### src/rtl/inst_fetch_unit.sv
// Instruction fetch stage: single-outstanding word fetch, prefetch queue,
// decode-facing output register with stall hold and redirect flush.
module inst_fetch_unit #(
  parameter logic [31:0] RESET_PC = 32'h0000_0000,
  parameter int          DEPTH    = 2,
  parameter logic [31:0] NOP_INST = 32'h0000_0013
) (
  input  logic        clk,
  input  logic        rst,
  input  logic        stall_i,
  input  logic        branch_flag_i,
  input  logic [31:0] branch_target_i,
  output logic        mem_req_o,
  output logic [31:0] mem_addr_o,
  input  logic        mem_ready_i,
  input  logic [31:0] mem_rdata_i,
  output logic [31:0] if_pc_o,
  output logic [31:0] if_inst_o,
  output logic        if_valid_o,
  output logic [2:0]  queue_count_o
);

  localparam int          PW      = (DEPTH > 2) ? 2 : 1;
  localparam logic [2:0]  DEPTH_C = 3'(DEPTH);

  typedef enum logic [1:0] {
    IDLE,
    BUSY,
    DROP
  } state_e;

  state_e         state_q, state_d;
  logic [31:0]    fetch_pc_q, fetch_pc_d;
  logic           req_q, req_d;
  logic [31:0]    addr_q, addr_d;
  logic [PW-1:0]  rd_ptr_q, rd_ptr_d;
  logic [PW-1:0]  wr_ptr_q, wr_ptr_d;
  logic [2:0]     count_q, count_d;
  logic [31:0]    if_pc_q, if_pc_d;
  logic [31:0]    if_inst_q, if_inst_d;
  logic           if_valid_q, if_valid_d;
  logic [31:0]    q_pc_q   [DEPTH];
  logic [31:0]    q_inst_q [DEPTH];

  logic resp_ok;
  logic push;
  logic pop;
  logic bypass;

  always_comb begin
    state_d    = state_q;
    fetch_pc_d = fetch_pc_q;
    req_d      = req_q;
    addr_d     = addr_q;
    rd_ptr_d   = rd_ptr_q;
    wr_ptr_d   = wr_ptr_q;
    count_d    = count_q;
    if_pc_d    = if_pc_q;
    if_inst_d  = if_inst_q;
    if_valid_d = if_valid_q;
    push       = 1'b0;
    pop        = 1'b0;
    bypass     = 1'b0;
    resp_ok    = (state_q == BUSY) && mem_ready_i && !branch_flag_i;

    unique case (state_q)
      IDLE: begin
        if (!branch_flag_i && (count_q < DEPTH_C)) begin
          state_d = BUSY;
          req_d   = 1'b1;
          addr_d  = fetch_pc_q;
        end
      end
      BUSY: begin
        if (mem_ready_i) begin
          state_d    = IDLE;
          req_d      = 1'b0;
          fetch_pc_d = fetch_pc_q + 32'd4;
        end else if (branch_flag_i) begin
          state_d = DROP;
        end
      end
      DROP: begin
        if (mem_ready_i) begin
          state_d = IDLE;
          req_d   = 1'b0;
        end
      end
      default: begin
        state_d = IDLE;
        req_d   = 1'b0;
      end
    endcase

    if (branch_flag_i) begin
      fetch_pc_d = {branch_target_i[31:2], 2'b00};
      count_d    = 3'd0;
      rd_ptr_d   = '0;
      wr_ptr_d   = '0;
      if_inst_d  = NOP_INST;
      if_valid_d = 1'b0;
    end else begin
      if (!stall_i) begin
        if (count_q != 3'd0) begin
          pop        = 1'b1;
          if_pc_d    = q_pc_q[rd_ptr_q];
          if_inst_d  = q_inst_q[rd_ptr_q];
          if_valid_d = 1'b1;
        end else if (resp_ok) begin
          bypass     = 1'b1;
          if_pc_d    = addr_q;
          if_inst_d  = mem_rdata_i;
          if_valid_d = 1'b1;
        end else begin
          if_inst_d  = NOP_INST;
          if_valid_d = 1'b0;
        end
      end
      push = resp_ok && !bypass;
      if (pop) rd_ptr_d = rd_ptr_q + 1'b1;
      if (push) wr_ptr_d = wr_ptr_q + 1'b1;
      count_d = count_q + {2'b00, push} - {2'b00, pop};
    end
  end

  always_ff @(posedge clk or negedge rst) begin
    if (!rst) begin
      state_q    <= IDLE;
      fetch_pc_q <= RESET_PC;
      req_q      <= 1'b0;
      addr_q     <= 32'd0;
      rd_ptr_q   <= '0;
      wr_ptr_q   <= '0;
      count_q    <= 3'd0;
      if_pc_q    <= 32'd0;
      if_inst_q  <= NOP_INST;
      if_valid_q <= 1'b0;
    end else begin
      state_q    <= state_d;
      fetch_pc_q <= fetch_pc_d;
      req_q      <= req_d;
      addr_q     <= addr_d;
      rd_ptr_q   <= rd_ptr_d;
      wr_ptr_q   <= wr_ptr_d;
      count_q    <= count_d;
      if_pc_q    <= if_pc_d;
      if_inst_q  <= if_inst_d;
      if_valid_q <= if_valid_d;
    end
  end

  // Queue storage needs no reset; occupancy is tracked by count_q.
  always_ff @(posedge clk) begin
    if (push) begin
      q_pc_q[wr_ptr_q]   <= addr_q;
      q_inst_q[wr_ptr_q] <= mem_rdata_i;
    end
  end

  assign mem_req_o     = req_q;
  assign mem_addr_o    = addr_q;
  assign if_pc_o       = if_pc_q;
  assign if_inst_o     = if_inst_q;
  assign if_valid_o    = if_valid_q;
  assign queue_count_o = count_q;

endmodule

### config.mk
export PLATFORM = sky130hd
export DESIGN_NAME = inst_fetch_unit
export DESIGN_NICKNAME = d
export VERILOG_FILES = /design/src/rtl/inst_fetch_unit.sv
export SDC_FILE = /design/constraint.sdc
export NUM_CORES = 1
export LEC_CHECK = 0
export CAP_MARGIN = 0
export CELL_PAD_IN_SITES_DETAIL_PLACEMENT = 1
export CELL_PAD_IN_SITES_GLOBAL_PLACEMENT = 2
export CORE_MARGIN = 4
export CORE_UTILIZATION = 36
export CTS_CLUSTER_DIAMETER = 30
export DETAILED_ROUTE_END_ITERATION = 8
export GPL_ROUTABILITY_DRIVEN = 0
export PLACE_DENSITY = 0.88
export SLEW_MARGIN = 20
export SYNTH_ARGS = -nofsm -noshare
export SYNTH_HDL_FRONTEND = slang
export SYNTH_SLANG_ARGS = --single-unit
### constraint.sdc
create_clock -name clk -period 5.2 [get_ports clk]
set_input_delay 1.04 -clock clk [delete_from_list [all_inputs] [get_ports clk]]
set_output_delay 1.04 -clock clk [all_outputs]
set_load 0.03 [all_outputs]
[Word level (Yosys, flattened, before mapping)]
Memory sizes are Yosys's and may differ from the RTL's.
Cells that the tools add are included.
W data, S select, Z words.
Storage, ports and cells
  bits in writable memories: 128
  output and inout bits: 101
  input bits: 69
  flip-flop bits (word level): 137
  logic and storage cells: 81
  memories kept: 2
Memories
  q_inst_q: words 2, width 32, read ports 1, clocked after memory_dff 0, wr ports 1, RTL line 43  | logic [31:0] q_inst_q [DEPTH];
  q_pc_q: words 2, width 32, read ports 1, clocked after memory_dff 0, wr ports 1, RTL line 42  | logic [31:0] q_pc_q [DEPTH];
Cells by class
  bitwise gates (word level): 2
  multiplexer cells: 35
  reduce and logical (&&, ||, !) cells: 19
  eq/ne operators: 7
  order comparisons: 1
  add/subtract/negate cells: 5
Operators with widths (count)
  $mux W32: 9
  $add A32 B3 Y32 const B: 1
  $mux W1: 19
  $reduce_bool A2 Y1: 5
  $mux W2: 4
  $pmux W2 S3: 1
  $reduce_and A2 Y1: 3
  $reduce_and A3 Y1: 2
  $logic_and A1 B1 Y1: 4
  $ne A2 B1 Y1 const B: 2
  $ne A2 B2 Y1 const B: 2
  $add A3 B1 Y3: 1
  $lt A3 B2 Y1 const B: 1
  $mux W3: 1
  $ne A3 B3 Y1 const B: 1
  $reduce_bool A3 Y1: 1
  $sub A3 B1 Y3: 1
  $add A1 B1 Y1 const B: 2
  $eq A2 B1 Y1 const B: 1
  $eq A2 B2 Y1 const B: 1
  $logic_not A1 Y1: 2
  $logic_not A2 Y1: 1
  $not A1 Y1: 2
  $pmux W1 S2: 1
  $reduce_or A2 Y1: 1

[Depth between registers and ports, before layout]
Gate-level depths: netlist of the first run.
  depth in word-level cells: 12
  gate-level depth with buffers: 12
  mapped depth without buffers: 12

[Worst setup path after synthesis of the first run]
OpenSTA, ideal clock, no wires.
  kind: input to register
  from: input port branch_flag_i
  to: memory q_inst_q[0][0], enable pin
  setup slack: 0.602 ns
  setup time: 0.482 ns
  path buffers: 1
  data arrival time: 4.115 ns
  data required time: 4.718 ns
  cell stages on the path: 4
  cell sequence: clkbuf_1 > nor2_1 > o21ai_0 > nor2_1
Between the ends
  longest elaborated chain between the ends: 11
Ends and longest elaborated chain
  from (decl): RTL line 11  | input logic branch_flag_i,
  $logic_not A1 Y1: RTL line 64  | resp_ok = (state_q == BUSY) && mem_ready_i && !branch_flag_i;
  $logic_and A1 B1 Y1: RTL line 64
  $mux W1: RTL line 109  | end else if (resp_ok) begin
  $mux W1: RTL line 104  | if (count_q != 3'd0) begin
  $mux W1: RTL line 103  | if (!stall_i) begin
  $mux W1: RTL line 95  | if (branch_flag_i) begin
  $logic_not A1 Y1: RTL line 119  | push = resp_ok && !bypass;
  $logic_and A1 B1 Y1: RTL line 119
  $mux W1 (*): RTL line 95
  $mux W1 (*): RTL line 154  | if (push) begin
  $mux W1 (implied by the code) (*): RTL line 156  | q_inst_q[wr_ptr_q] <= mem_rdata_i;
  to (decl): RTL line 43
Mark *: on every way between the ends. The rest lies on a longest branch, timed or not. The select of a mux whose other input is x is not followed.

[Worst setup path in the final report of the first run]
  from: input port mem_ready_i
  to: register count_q[2], in the netlist queue_count_o[2]
Between the ends
  longest elaborated chain between the ends: 11
Ends and longest elaborated chain
  from (decl): RTL line 15  | input logic mem_ready_i,
  $logic_and A1 B1 Y1 (*) (2 in a row): RTL line 64
  $mux W1: RTL line 109
  $mux W1: RTL line 104
  $mux W1: RTL line 103
  $mux W1: RTL line 95
  $logic_not A1 Y1: RTL line 119
  $logic_and A1 B1 Y1 (*): RTL line 119
  $add A3 B1 Y3 (*): RTL line 122  | count_d = count_q + {2'b00, push} - {2'b00, pop};
  $sub A3 B1 Y3 (*): RTL line 122
  $mux W3 (*): RTL line 95
  via count_d[2]: RTL line 38  | logic [2:0] count_q, count_d;
  to (signal assigned): RTL line 145  | count_q <= count_d;
  to (decl): RTL line 38
The timed path passes the listed nets; every way through them passes the cells marked *. The select of a mux whose other input is x is not followed.
A chain may end at the register's enable or synchronous reset.

==> results.md, run 1 <==
- The multiplexer share of the synthesized area is 0.09157.
- The number of DRC markers after the initial detailed-route iteration is approximately 360.
- Across all register-to-register paths, the minimum setup slack is 2.31 ns.
- The core box area is ~29000 µm².
- After global routing the overflow that remains totals 0.
- The mapped cell area is approximately 11000 µm².
- The number of gates resized after CTS is 0.
- The capturing instance or port of the critical path is queue_count_o[2]$_DFF_PN0_.
- The final design utilization is 0.5138.
- The library cells used most frequently in the layout, excluding fill and tap cells, are sky130_fd_sc_hd__clkdlybuf4s50_1 (160), sky130_fd_sc_hd__dfrtp_1 (127), sky130_fd_sc_hd__edfxtp_1 (124).
- The global-route wire length before repair is ~47 mm.
- The actual slew at the worst max-slew pin is around 1.1 ns.
- The total DRC errors in the routed layout is 0.
- The initial core utilization is 0.3683.
- The launching point of the worst reg2reg path is queue_count_o[1]$_DFF_PN0_.
- The number of vias in the routed layout is roughly 7600.
- The TritonCTS clock tree is built.
- The average footprint of a synthesized cell is 12.77 µm².
- The I/O pin count is 170.
- The final sum of negative setup slack is 0 ns.
- The leakage power is 5.669 nW.
- The number of warnings issued by yosys is 0.
- The number of failing hold endpoints at the final stage was 0.
- The initial antenna violation count was 0.
- Across the VDD grid, the largest voltage drop is around 0.30 mV.
- Detailed placement ended at an HPWL of around 18 mm.
- The library cell used most frequently in the layout, excluding fill and tap cells, is sky130_fd_sc_hd__clkdlybuf4s50_1.
- The register bit total from synthesis is between 200 and 300.
- The clock net in this run drives a total of 255 sinks.
- The arrival time of data at the critical path endpoint is between 3 and 4 ns.
- Of the total synthesized cell area, the portion taken by AND, OR, NAND and NOR gates is 0.1119.
- The largest fanout on the critical path is 10.
- For the worst flop-to-flop path, the logic depth is 9.
- The initialized floorplan defines 62 standard-cell rows.
- Yosys mapped a number of flops with a built-in enable equal to about 120.
- The unique cell type count in the Yosys netlist is between 40 and 50.
- Setup violations remaining at the end of the flow were counted as 0.
- The worst path in the final design needs a cycle of roughly 3.2 ns, including I/O delays and setup.
- The buffer levels on the longest clock path is 3.
- The launch point of the worst path is mem_ready_i.
- The floorplan step defined a die boundary enclosing ~33000 µm².
- The post-route clock period utilization is 0.6198.
- The clock latency at the later pin of the worst-skew pair is about 0.56 ns.
- The hold-fix buffer count after cts is 0.
- The clock skew is approximately 0.023 ns.
- The number of nets in the final layout is 1099.
- The max-cap violation count is 0.
- In this run the power density over the cells is around 650 nW/µm².
- The layout cell share with drive strength beyond 1 is 0.1735.
- The post-synthesis cell count is about 840.
- The adder-cell share of the synthesized area is 0.01007.
- The area share of the largest cell type after synthesis is 0.3485.
- The post-synthesis share of cell area spent on xor and xnor gates is 0.01148.
- The run finished with clean final reports.
- In the final routed layout, each cell accounts on average for around 20 µm.
- The tree is rooted in a sky130_fd_sc_hd__clkbuf_16.
- The worst slew margin relative to its limit is 0.2701.
- Summed over all layers, the routed wires come to 29.29 mm.
- The synthesized-area fraction occupied by ao, oa, aoi and oai cells is 0.09098.
- STA puts the critical path data required time at between 5 and 6 ns.
- For this run, the leading register cell type out of synthesis is sky130_fd_sc_hd__dfrtp_1.
- The final-report max-slew violation count is 0.
- Setup repair after global routing left no endpoint under its margin.
- The deepest level of the CTS H-tree is 2.
- The largest family of logic cells by synthesized area is simple AND/OR/NAND/NOR gates.
- The number of global-route vias before repair came to 8240.
- By area the synthesized netlist is led by sky130_fd_sc_hd__edfxtp_1 (35%), sky130_fd_sc_hd__dfrtp_1 (30%), sky130_fd_sc_hd__mux2_2 (5.7%).
- In this run the critical register-to-register path is captured at queue_count_o[2]$_DFF_PN0_.
- The class of the tightest hold or removal check is reg -> reg.
- In the synthesized netlist the async set-or-reset flop fraction comes to 0.5137.
- The highest clock rate is between 300 and 400 MHz.
- Counting the buffers created by CTS gives 59.
- The type of destination of the critical path is a flop.
- From left edge to right edge, the die measures roughly 180 µm.
- The fraction of the yosys area taken by sequential cells is 0.6556.
- The number of detailed-route iterations in the first pass is 4.
- Across every metal layer, demand over resource in global routing totals 0.1769.
- The critical setup path kind is in -> reg.
- During placement, the flow inserted port buffers numbering 163.
- STA classifies the critical path startpoint as an input port.
- The area growth from synthesis to layout is 39.52%.
- After detailed routing, the number of vias per cell comes to roughly 5.2.
- The residual antenna-violating net count after detailed routing is 0.
- The filler cells instantiated in the layout total between 2000 and 3000.
- The largest net degree at the start of global routing is 70.
- Clock-pin slew was measured on the worst setup and hold paths at 0.04 ns.
- Measured along the y axis, the die boundary spans approximately 180 µm.
- Post-CTS timing repair inserted 0 buffers for setup.
- The biggest area contributor in the post-synthesis netlist is sky130_fd_sc_hd__edfxtp_1.
[layout make-up]
class,count,area (µm²),area share
Clock inverter,37,591.8,0.03970
Clock buffer,74,1615,0.1084
Antenna cell,1,2.502,0.0001679
Sequential cell,255,7009,0.4702
Inverter,17,63.81,0.004280
Multi-Input combinational cell,512,3417,0.2292
Tap cell,384,480.5,0.03223
Timing Repair Buffer,177,1728,0.1159
[worst min path at each step]
stage,from,to,cells past startpoint
after floorplan,wr_ptr_q$_DFFE_PN0P_,wr_ptr_q$_DFFE_PN0P_,1
after global placement,if_pc_o[11]$_DFFE_PN0P_,if_pc_o[11]$_DFFE_PN0P_,2
after detailed placement,if_pc_o[14]$_DFFE_PN0P_,if_pc_o[14]$_DFFE_PN0P_,2
after CTS,if_pc_o[16]$_DFFE_PN0P_,if_pc_o[16]$_DFFE_PN0P_,2
after global routing,if_pc_o[14]$_DFFE_PN0P_,if_pc_o[14]$_DFFE_PN0P_,2
final,if_pc_o[16]$_DFFE_PN0P_,if_pc_o[16]$_DFFE_PN0P_,2
[cell usage after synthesis (6+ instances only)]
master,n
sky130_fd_sc_hd__xnor2_1,8
sky130_fd_sc_hd__or3_1,10
sky130_fd_sc_hd__a21oi_1,33
sky130_fd_sc_hd__nor3_1,36
sky130_fd_sc_hd__o21ai_0,58
sky130_fd_sc_hd__nand4_1,8
sky130_fd_sc_hd__clkbuf_1,46
sky130_fd_sc_hd__nand3_1,10
sky130_fd_sc_hd__ha_1,7
sky130_fd_sc_hd__inv_1,17
sky130_fd_sc_hd__nand2_1,63
sky130_fd_sc_hd__xor2_1,6
sky130_fd_sc_hd__or4_1,9
sky130_fd_sc_hd__dfrtp_1,128
sky130_fd_sc_hd__a221oi_1,32
sky130_fd_sc_hd__mux2_2,54
sky130_fd_sc_hd__edfxtp_1,124
sky130_fd_sc_hd__nor2_1,50
sky130_fd_sc_hd__mux2i_1,37
sky130_fd_sc_hd__a31oi_1,13
sky130_fd_sc_hd__nor2b_1,32
[worst max-delay path: stages]
cell and delay [ns]:
sky130_fd_sc_hd__clkdlybuf4s50_1 0.62, sky130_fd_sc_hd__nand2_2 0.25, sky130_fd_sc_hd__nor2_1 0.16, sky130_fd_sc_hd__o21ai_0 0.33, sky130_fd_sc_hd__ha_1 0.40, sky130_fd_sc_hd__inv_1 0.06
sky130_fd_sc_hd__ha_1 0.13, sky130_fd_sc_hd__inv_1 0.05, sky130_fd_sc_hd__fa_1 0.38, sky130_fd_sc_hd__xnor2_1 0.14, sky130_fd_sc_hd__nor2_1 0.05
[cell families after synthesis]
family | count (synthesis)
and+or+nand+nor | 240
other | 1
xor gates and xnor gates | 14
adders and majority gates | 8
buffers and inverters | 73
AOI/OAI and AO/OA | 155
muxes | 91
DFF | 255
[sequential cells by signal, summed over array words and instances, names as in the netlist]
| signal | flops |
|---|---|
| q_inst_q | 64 |
| q_pc_q | 60 |
| if_inst_o | 32 |
| fetch_pc_q | 30 |
| if_pc_o | 30 |
| mem_addr_o | 30 |
| queue_count_o | 3 |
| state_q | 2 |
| if_valid_o | 1 |
| mem_req_o | 1 |
| rd_ptr_q | 1 |
| wr_ptr_q | 1 |
[metrics by stage]
| step | hold slack, ns | worst slack, ns | std cells | power, mW | cell area, µm² |
|---|---|---|---|---|---|
| finish | 0.4739 | 1.977 | 1457 | 9.629 | 14910 |
| global route | 0.4898 | 1.782 | 1456 | 10.08 | 14910 |
| CTS | 0.4808 | 1.976 | 1456 | 9.757 | 14910 |
| detailed placement | 0.4716 | 1.417 | 1345 | 5.624 | 12700 |
| global placement | 0.4652 | 1.494 | 1345 | 5.537 | 12700 |
| floorplan | 0.4683 | 0.6020 | 840 | 4.508 | 10700 |
[per-layer routing]
layer  vias up  track usage  routed length (µm)  part of all wire
met5         -            0                   0                 0
met4         0      0.04991                 529             0.018
met3        38      0.03573                1782             0.061
met2       223       0.2999               14550              0.50
met1      3838       0.2324               12420              0.42
li1       3479            -                   -                 -
[power breakdown]
part           internal, mW  total, mW  switching, mW  leakage (nW)
Combinational          1.06       2.53           1.47          1.87
Sequential             2.59       3.05          0.462          2.74
Clock                  2.89       4.05           1.17          1.06
(Power assumes the default switching activity.)
==> inputs of run 2 (changes only) <==
==> constraint.sdc (replaced) <==
create_clock -name clk -period 3.35 [get_ports clk]
set_input_delay 0.67 -clock clk [delete_from_list [all_inputs] [get_ports clk]]
set_output_delay 0.67 -clock clk [all_outputs]
set_load 0.03 [all_outputs]
==> run 2 against run 1 <==
  * Critical path depth is 1 higher
  * Clock-buffer cell count is 11 lower
  * Non-clock buffer count is 6 higher
  * Combinational power is 60% higher
  * Final cell count is 0.14% lower
  * Clock skew hardly changed
  * Die area stayed put
  * Power is 45% higher
  * Critical path type is now reg -> reg
  * Wire length is 0.50% higher
  * Final area is 1.8% lower
  * Highest routed layer unchanged
  * Sequential share of layout area is 0.88 points higher
==> results.md, run 2 (same netlist as run 1, synthesis figures left out) <==
- The flow ran to the end, and the final reports show no timing, DRC or antenna violations.
- Clock-pin slew was measured on the worst setup and hold paths at approximately 0.05 ns.
- Dividing total power by cell area gives a power density of 954.0 nW/µm².
- For this run, global-route usage on met2 was measured as 0.3018.
- The cell area after placement is ~13000 µm².
- The number of gates resized after CTS is 0.
- The total setup violations reported at the end of the flow is 0.
- For this run the aggregate overflow at the end of global routing stands at 0.
- The initial antenna violation count is 0.
- The deepest level of the CTS H-tree is 2.
- The worst setup path is launched from a flop.
- With fillers left out, the area of the finished cells amounts to 14640 µm².
- Setup repair after global routing left no endpoint under its margin.
- The number of antenna cells inserted is 0.
- The type of destination of the critical path is a flop.
- The area of the die is 32500 µm².
- More flip-flops sit in one register than any other, and that register is q_inst_q.
- The number of input and output port buffers inserted is 163.
- Hold is met by between 0.1 and 0.15 ns.
- The met3 track demand over resource is 0.03734.
- The most common library cell in the layout ignoring fill and taps is sky130_fd_sc_hd__clkdlybuf4s50_1.
- In this run the core area contains 62 standard-cell rows.
- The number of nets in the final layout is approximately 1100.
- Walking the worst path, the cells encountered are inv_1 > ha_1 > nand2_2 > nor2_1 > o21ai_0 > ha_1 > inv_1 > ha_1 > inv_1 > fa_1 > xnor2_1 > nor2_1.
- The top cell family by delay on the critical path is adder cells.
- The met1 usage is 0.2369.
- The clock latency at the later pin of the worst-skew pair is around 0.55 ns.
- The layout cell share with drive strength beyond 1 is 0.1681.
- The core region is between 20000 and 30000 µm².
- Across the VDD grid, the largest voltage drop is 0.4543 mV.
- The initial utilization of the core area, before any placement, comes to 0.3683.
- Static timing analysis puts the maximum clock frequency at 392.5 MHz.
- The maximum cell stage delay along the critical path is 0.37 ns.
- Prior to clock tree synthesis, the placed netlist has a worst setup slack of between 0.4 and 0.5 ns.
- STA puts the critical path data arrival time at between 2 and 3 ns.
- The placed cell count is between 1000 and 1500.
- The count of cell instances traversed by the critical path is 12.
- The critical setup path kind is reg -> reg.
- The worst setup margin is ~0.8 ns.
- The first global-routing pass estimated roughly 48 mm of wire.
- The master of the slowest instance on the critical path is sky130_fd_sc_hd__dfrtp_1.
- The clock passes through at most 3 buffers.
- The average wire per standard cell is ~20 µm.
- The clock net sink count is 255.
- Entering global routing, the biggest net connects 70 pins.
- The first TritonRoute pass finished after 4 iterations.
- The die extent in x is about 180 µm.
- The busiest layer in global routing is met2.
- Buffers inserted during clock tree synthesis total between 50 and 60.
- The I/O pin count is between 150 and 200.
- The flip-flop count of the largest register after layout is 64.
- The required time of the critical path is about 3.7 ns.
- The final-report max-slew violation count came to 0.
- Relative to the synthesized area, the layout overhead comes to 36.97%.
- The post-route clock period utilization is 0.7605.
- Counting both buffers and inverters, the worst setup path holds a total of 3.
- Across the run, the number of max-cap violations was 0.
- The final-layout fill cell count is about 3000.
- The final design utilization is 0.5044.
- The number of setup buffers added after CTS is 0.
- The height of the die is around 180 µm.
- The routed layout has approximately 7600 vias.
- The number of failing hold endpoints at the final stage is 0.
- The overall fraction of global-route tracks in use is 0.1798.
- The number of global-route vias before repair came to about 8400.
- The actual slew at the worst max-slew pin is about 0.74 ns.
- The depth of the most critical reg-to-reg path is 12.
- In the layout the commonest cells are sky130_fd_sc_hd__clkdlybuf4s50_1 (160), sky130_fd_sc_hd__dfrtp_1 (127), sky130_fd_sc_hd__edfxtp_1 (124).
- In the routed layout, each cell is associated on average with a via count of between 5 and 6.
- The wire length after detailed routing is roughly 29 mm.
- The number of DRC markers after the initial detailed-route iteration is 289.
- The class of the tightest hold or removal check is in -> async.
- The TritonCTS clock tree is built.
- After detailed routing, the number of remaining DRC violations is 0.
- The HPWL reported at the end of detailed placement is 18.35 mm.
- Excluding fillers, the count of instances in the completed layout stands at 1455.
- For the final database, setup skew stands at 0.02334 ns.
- The time the final worst path needs with I/O delays and setup is about 2.5 ns.
- Of all nets on the critical path, the largest fanout is 8.
- In this run the tightest slew margin relative to its limit is 0.5010.
- The clock tree root buffer cell is sky130_fd_sc_hd__clkbuf_16.
- The detail route stage leaves a number of antenna-violating nets equal to 0.
- In this run the static leakage power is approximately 5.5 nW.
- The number of hold buffers added after CTS was 0.
## run 2: cell count changes in the layout (fill, tap and decap cells not counted), sizes merged
cell | previous run | this run
buf | 17 | 23
bufinv | 14 | 6
clkbuf | 74 | 63
clkinv | 13 | 28
clkinvlp | 6 | 4
diode | 1 | 0
inv | 21 | 20
## run 2: area by class of cell
class	count	area [µm²]	area share
tap	384	480.5	0.03283
timing repair buffer	183	1823	0.1246
clock inverter	41	404.1	0.02761
sequential	255	7009	0.4789
clock buffer	63	1438	0.09823
inverter	17	63.81	0.004360
multi-input combinational	512	3417	0.2335
## run 2: metal layers
layer  share of wire  up-vias
met5               0        -
li1                -     3479
met3           0.049       45
met4           0.024        0
met1            0.44     3835
met2            0.49      198
## run 2: final timing paths
path                                    startpoint                          to  slack (ns)
min in group clk           if_pc_o[20]$_DFFE_PN0P_     if_pc_o[20]$_DFFE_PN0P_        0.48
max in group asynchronous                      rst  fetch_pc_q[27]$_DFFE_PN0P_        2.41
hold / removal                                 rst   mem_addr_o[7]$_DFFE_PN0P_        0.13
setup / recovery            state_q[1]$_DFFE_PN0P_  queue_count_o[2]$_DFF_PN0_        0.80
hold reg to reg            if_pc_o[20]$_DFFE_PN0P_     if_pc_o[20]$_DFFE_PN0P_        0.48
setup reg to reg            state_q[1]$_DFFE_PN0P_  queue_count_o[2]$_DFF_PN0_        0.80
## run 2: where the power goes
group,internal [mW],switching (mW),total [mW]
sequential,4.02,0.656,4.67
combinational,1.66,2.38,4.04
clock,3.53,1.72,5.25
## run 2: per-stage QoR
step | power [mW] | TNS, ns
2_1_floorplan | 6.997 | -109.47
3_3_place_gp | 8.640 | 0
3_5_place_dp | 8.756 | 0
4_1_cts | 14.14 | 0
5_1_grt | 14.68 | 0
6_report | 13.96 | 0
## run 2: worst register-to-register path, cell delays in order, from the launching register on
cell and delay, ns:
sky130_fd_sc_hd__dfrtp_1 0.37, sky130_fd_sc_hd__inv_1 0.10, sky130_fd_sc_hd__ha_1 0.29, sky130_fd_sc_hd__nand2_2 0.20, sky130_fd_sc_hd__nor2_1 0.20, sky130_fd_sc_hd__o21ai_0 0.14, sky130_fd_sc_hd__ha_1 0.29, sky130_fd_sc_hd__inv_1 0.06
sky130_fd_sc_hd__ha_1 0.13, sky130_fd_sc_hd__inv_1 0.05, sky130_fd_sc_hd__fa_1 0.37, sky130_fd_sc_hd__xnor2_1 0.14, sky130_fd_sc_hd__nor2_1 0.05
